--- src/rtl/imem_arb_pkg.sv ---
// Shared constants and types for the instruction-memory arbiter.
package imem_arb_pkg;

    localparam int unsigned IMEM_BLOCK_SIZE = 8;
    localparam int unsigned LEN_W           = 4;

    typedef enum logic [1:0] {
        ST_IDLE  = 2'd0,
        ST_BURST = 2'd1,
        ST_DATA  = 2'd2
    } arb_state_e;

    // Limit a requested burst length (minus one) to what a refill block holds.
    function automatic logic [LEN_W-1:0] clamp_len(input logic [LEN_W-1:0] len,
                                                   input logic [LEN_W-1:0] max_len);
        return (len > max_len) ? max_len : len;
    endfunction

endpackage

--- src/rtl/imem_arbiter.sv ---
// Arbitrates a single-port combinational instruction memory between a
// cache-refill burst port and a single-word data read port.
module imem_arbiter
    import imem_arb_pkg::*;
#(
    parameter int unsigned ADDR_WIDTH = 32,
    parameter int unsigned DATA_WIDTH = 32,
    parameter int unsigned BLOCK_SIZE = IMEM_BLOCK_SIZE
) (
    input  logic                  clk,
    input  logic                  rst,
    input  logic                  c_req,
    input  logic [ADDR_WIDTH-1:0] c_addr,
    input  logic [3:0]            c_len,
    output logic                  c_ready,
    output logic                  c_valid,
    output logic [DATA_WIDTH-1:0] c_data,
    output logic                  c_last,
    input  logic                  d_req,
    input  logic [ADDR_WIDTH-1:0] d_addr,
    output logic                  d_gnt,
    output logic                  d_valid,
    output logic [DATA_WIDTH-1:0] d_rdata,
    output logic [ADDR_WIDTH-1:0] mem_addr,
    input  logic [DATA_WIDTH-1:0] mem_rdata,
    output logic                  busy
);

    localparam int unsigned MAX_LEN = (BLOCK_SIZE > 16) ? 15 :
                                      ((BLOCK_SIZE == 0) ? 0 : BLOCK_SIZE - 1);
    localparam logic [LEN_W-1:0] MAX_LEN_L = LEN_W'(MAX_LEN);

    arb_state_e            state_q, state_d;
    logic                  c_pri_q, c_pri_d;
    logic [ADDR_WIDTH-1:0] base_q, base_d;
    logic [LEN_W-1:0]      len_q, len_d;
    logic [LEN_W-1:0]      count_q, count_d;
    logic                  c_valid_q, c_valid_d;
    logic                  c_last_q, c_last_d;
    logic [DATA_WIDTH-1:0] c_data_q, c_data_d;
    logic                  d_valid_q, d_valid_d;
    logic [DATA_WIDTH-1:0] d_rdata_q, d_rdata_d;

    logic                  grant_c, grant_d;
    logic                  issue_c, issue_last;
    logic [ADDR_WIDTH-1:0] c_base, d_base;
    logic [LEN_W-1:0]      c_len_clamp;

    assign c_base      = c_addr & ~(ADDR_WIDTH'(2'b11));
    assign d_base      = d_addr & ~(ADDR_WIDTH'(2'b11));
    assign c_len_clamp = clamp_len(c_len, MAX_LEN_L);

    // State register; reset discards any in-flight transaction.
    always_ff @(posedge clk or negedge rst) begin
        if (!rst) begin
            state_q   <= ST_IDLE;
            c_pri_q   <= 1'b0;
            base_q    <= '0;
            len_q     <= '0;
            count_q   <= '0;
            c_valid_q <= 1'b0;
            c_last_q  <= 1'b0;
            c_data_q  <= '0;
            d_valid_q <= 1'b0;
            d_rdata_q <= '0;
        end else begin
            state_q   <= state_d;
            c_pri_q   <= c_pri_d;
            base_q    <= base_d;
            len_q     <= len_d;
            count_q   <= count_d;
            c_valid_q <= c_valid_d;
            c_last_q  <= c_last_d;
            c_data_q  <= c_data_d;
            d_valid_q <= d_valid_d;
            d_rdata_q <= d_rdata_d;
        end
    end

    // Grant decision and memory address for the current cycle.
    always_comb begin
        grant_c    = 1'b0;
        grant_d    = 1'b0;
        issue_c    = 1'b0;
        issue_last = 1'b0;
        mem_addr   = '0;
        case (state_q)
            ST_IDLE: begin
                if (rst) begin
                    if (c_req && (!d_req || c_pri_q)) begin
                        grant_c = 1'b1;
                    end else if (d_req) begin
                        grant_d = 1'b1;
                    end
                end
            end
            ST_BURST: begin
                issue_c    = 1'b1;
                issue_last = (count_q == len_q);
                mem_addr   = base_q + ADDR_WIDTH'({count_q, 2'b00});
            end
            default: ;
        endcase
        if (grant_c) begin
            issue_c    = 1'b1;
            issue_last = (c_len_clamp == '0);
            mem_addr   = c_base;
        end
        if (grant_d) begin
            mem_addr = d_base;
        end
    end

    // Next state; read data is captured the cycle its address is issued.
    always_comb begin
        state_d   = state_q;
        c_pri_d   = c_pri_q;
        base_d    = base_q;
        len_d     = len_q;
        count_d   = count_q;
        c_valid_d = issue_c;
        c_last_d  = issue_last;
        c_data_d  = issue_c ? mem_rdata : c_data_q;
        d_valid_d = grant_d;
        d_rdata_d = grant_d ? mem_rdata : d_rdata_q;
        case (state_q)
            ST_IDLE: begin
                if (grant_c) begin
                    base_d  = c_base;
                    len_d   = c_len_clamp;
                    count_d = LEN_W'(1);
                    c_pri_d = 1'b0;
                    state_d = (c_len_clamp == '0) ? ST_IDLE : ST_BURST;
                end else if (grant_d) begin
                    c_pri_d = 1'b1;
                    state_d = ST_DATA;
                end
            end
            ST_BURST: begin
                if (issue_last) begin
                    state_d = ST_IDLE;
                end else begin
                    count_d = count_q + LEN_W'(1);
                end
            end
            ST_DATA:  state_d = ST_IDLE;
            default:  state_d = ST_IDLE;
        endcase
    end

    assign c_ready = grant_c;
    assign d_gnt   = grant_d;
    assign c_valid = c_valid_q;
    assign c_last  = c_last_q;
    assign c_data  = c_data_q;
    assign d_valid = d_valid_q;
    assign d_rdata = d_rdata_q;
    assign busy    = (state_q != ST_IDLE);

endmodule

--- config.mk ---
export PLATFORM = sky130hd
export DESIGN_NAME = imem_arbiter
export DESIGN_NICKNAME = d
export VERILOG_FILES = /design/src/rtl/imem_arb_pkg.sv /design/src/rtl/imem_arbiter.sv
export SDC_FILE = /design/constraint.sdc
export NUM_CORES = 1
export LEC_CHECK = 0
export ABC_AREA = 1
export CAP_MARGIN = 40
export CORE_MARGIN = 2
export CORE_UTILIZATION = 48
export DETAILED_ROUTE_END_ITERATION = 10
export GPL_TIMING_DRIVEN = 0
export HOLD_SLACK_MARGIN = 0.06
export PLACE_DENSITY_LB_ADDON = 0.25
export RECOVER_POWER = 100
export SETUP_SLACK_MARGIN = 0.4
export SYNTH_ARGS = -nofsm -noshare
export SYNTH_HDL_FRONTEND = slang
export SYNTH_SLANG_ARGS = --single-unit
--- constraint.sdc ---
create_clock -name clk -period 5.1 [get_ports clk]
set_input_delay 0.765 -clock clk [delete_from_list [all_inputs] [get_ports clk]]
set_output_delay 0.765 -clock clk [all_outputs]
set_load 0.03 [all_outputs]
==> parameters.txt <==
Parameter                              Value

STA
  Max Slew Vio Count    0
  Unrepaired setup endpoints after global routing    false
  Max Fclk    220 MHz
  Worst-Margin Slew    0.671 ns
  Hold Worst Slack    0.325 ns
  Post-Route Setup TNS    0 ns
  Relative max-transition margin    0.553
  Count of final setup violators    0
  Min setup slack post-route    0.547 ns
  Final hold viol count    0
  Fin crit share    0.893
  Final clock skew    0.00917 ns
  Time the worst path needs with I/O delays and setup    4.55 ns

GRT
  Antenna violations before repair    0
  Gr usage total    0.278
  First-pass GRT wire length    27300 um
  Via count of the first global-routing pass    5486
  Maximum number of pins on one net before global-route repair    66
  Total grt overflow    0

Power
  Power density over cell area    614 nW/um^2
  Leakage Power    3.85 nW
  Total power of the final layout    4.89 mW
  Worst ir drop on vdd    0.403 mV

Detailed routing
  Routed vias    5597
  Via/cell ratio    5.07
  1st-iter DRT viols    364
  Post-DRT Antenna Nets    0
  Detailed Route WL    16700 um
  # DRC    0
  Detailed Routing Iterations Pass 1    6
  Drt wl/cell    15.2 um

Logic synthesis
  Adder-Cell Fraction of Synth Area    0.0151
  Combinational family with the most area after synthesis    simple AND/OR/NAND/NOR gates
  Sequential-to-total area share from yosys stat    0.493
  Share of synthesized registers carrying an async set or reset    1.00
  Most area-consuming cells after synthesis    dfrtp_1 49%, nand2_1 17%, nand3_1 7.5%
  Mux contribution to synthesized area    0
  Total of flip-flops plus latches after synthesis    108
  Post-synthesis instance area    5490 sq um
  Yosys cell types    31
  Commonest cells in the netlist    245 x nand2_1, 108 x dfrtp_1, 82 x nand3_1
  Most instantiated library cell after synthesis    nand2_1
  Compound-gate portion of the synthesized area    0.0930
  Top cell type's share of synthesized area    0.493
  Synthesized instance count    743
  Number of enable flip-flop cells after synthesis    0
  Post-Synth Simple-Gate Area    0.310
  Dominant register cell in the synthesized netlist    dfrtp_1
  Most area-hungry cell type in the Yosys netlist    dfrtp_1
  Share of the synthesized netlist area taken by xor and xnor gates    0.00798
  Total number of yosys warnings    0
  Average instance area after synthesis    7.38 sq um

Floorplanning
  Initial Utilization    0.487
  Die Wd    111 um
  Row cnt    39
  Placeable Area    11300 sq um
  I/O Pins    206
  Area of the die    12300 sq um
  Die height    111 um

Clocking
  Clock buffer depth    2
  Clock sink total    108
  Setup bufs post-CTS    0
  Reg clk slew, reported paths    0.08 ns
  Clock tree from TritonCTS    yes
  Level count of the clock H-tree    3
  Number of buffers added by the clock tree synthesis step    9
  Clk Latency, worst-skew pair    0.36 ns
  Cell chosen for the clock root    clkbuf_16
  Hold buffers post-CTS    0

Cells and area
  Number of filler cells placed in the layout    936
  Fraction of layout cells with a size suffix above 1    0.0323
  Nets@finish    1065
  Antenna diode count    0
  Area growth, synth to finish    45.2%
  Post-layout util    0.707

Setup path
  Largest fanout on the critical path    65
  CP Data Required Time    4.34 ns
  Startpoint types    input pin
  CP arrival    3.79 ns
  Critical Path End Type    output port
  Class of the most critical setup path    in -> out

Hold path
  Min-delay worst type    in -> async

Flow run
  Max-cap check violation count    0

Place
  Sum of net half-perimeters after detailed placement    12800 um
  Setup Slack @ Placement    0.381 ns
  Placer's final routability congestion estimate    0.954
  Port buffer count    199

Outcome
  Run status    completed
## where the power goes
group          internal, mW  switching, mW
Clock                 0.347          0.344
Combinational         0.944           1.72
Sequential             1.26          0.279
Total                  2.55           2.34
## per-layer routing
layer	wire, um	global-route usage
met1	6880	0.346
met2	7920	0.453
met3	1350	0.0919
met4	587	0.107
met5	0	0
## path summary, 6_finish.rpt
check                                       start                     end  slack, ns  cells after the start
max                                           rst            mem_addr[30]       0.55                      8
min                                           rst  base_q[16]$_DFFE_PN0P_       0.32                      1
max reg2reg                state_q[1]$_DFFE_PN0P_  c_data[21]$_DFFE_PN0P_       2.59                      8
min reg2reg                d_rdata[8]$_DFFE_PN0P_  d_rdata[8]$_DFFE_PN0P_       0.48                      2
max in group asynchronous                     rst  d_rdata[6]$_DFFE_PN0P_       4.10                      2
min in group clk           d_rdata[8]$_DFFE_PN0P_  d_rdata[8]$_DFFE_PN0P_       0.48                      2
## flip-flops by register name, summed over array words and instances (netlist names)
name / count
c_pri_q: 1
d_valid: 1
len_q: 4
count_q: 4
c_data: 32
c_last: 1
state_q: 2
d_rdata: 32
c_valid: 1
base_q: 30
## metrics by stage
stage	cell area [sq um]	cells
final	7970	1103
after CTS	7980	1103
after floorplan	5490	744
after detailed placement	7690	1087
after global placement	7660	1086
after global routing	7970	1103
## critical path, stage by stage
cell and delay, ns:
buf_6 0.35, buf_16 0.34, inv_1 0.15, nor3_4 0.47
clkbuf_1 0.57, nand2_1 0.21, nand3_1 0.13, dlygate4sd3_1 0.74
## logic make-up (layout without fill, tap and decap cells)
family / after synthesis / in the layout
buffers and inverters: 109 / 325
other: 1 / 2
AND/OR/NAND/NOR: 415 / 415
adder cells (fa/ha/maj): 6 / 6
AO/OA/AOI/OAI: 99 / 99
XOR/XNOR: 5 / 5
flip-flops: 108 / 108
## timing repair
item	in CTS	in global routing
cloned	0	0
setup endpoints to repair	3	25
resized for setup	1	5
## cell type report
type	count	area, sq um	share of cell area
sequential	108	2700	0.339
multi-input combinational	527	2340	0.294
timing repair buffer	200	2020	0.254
inverter	78	293	0.0368
clock buffer	10	229	0.0287
tap	143	179	0.0225
buffer	31	131	0.0165
clock inverter	6	65.1	0.00817
## cells in the final DEF, fill, tap and decap left out, types with 3 or more instances in the layout
master,Yosys,final
nand2_1,245,245
dfrtp_1,108,108
dlygate4sd3_1,0,100
clkdlybuf4s50_1,0,98
nand3_1,82,82
inv_1,75,76
nor2_1,75,75
o21ai_0,62,62
a21oi_1,30,30
clkbuf_1,18,24
clkbuf_16,0,9
buf_2,6,5
nand4_1,5,5
ha_1,5,5
xor2_1,4,4
nor3_1,3,3
No activity file was read; power rests on OpenSTA's default activity.
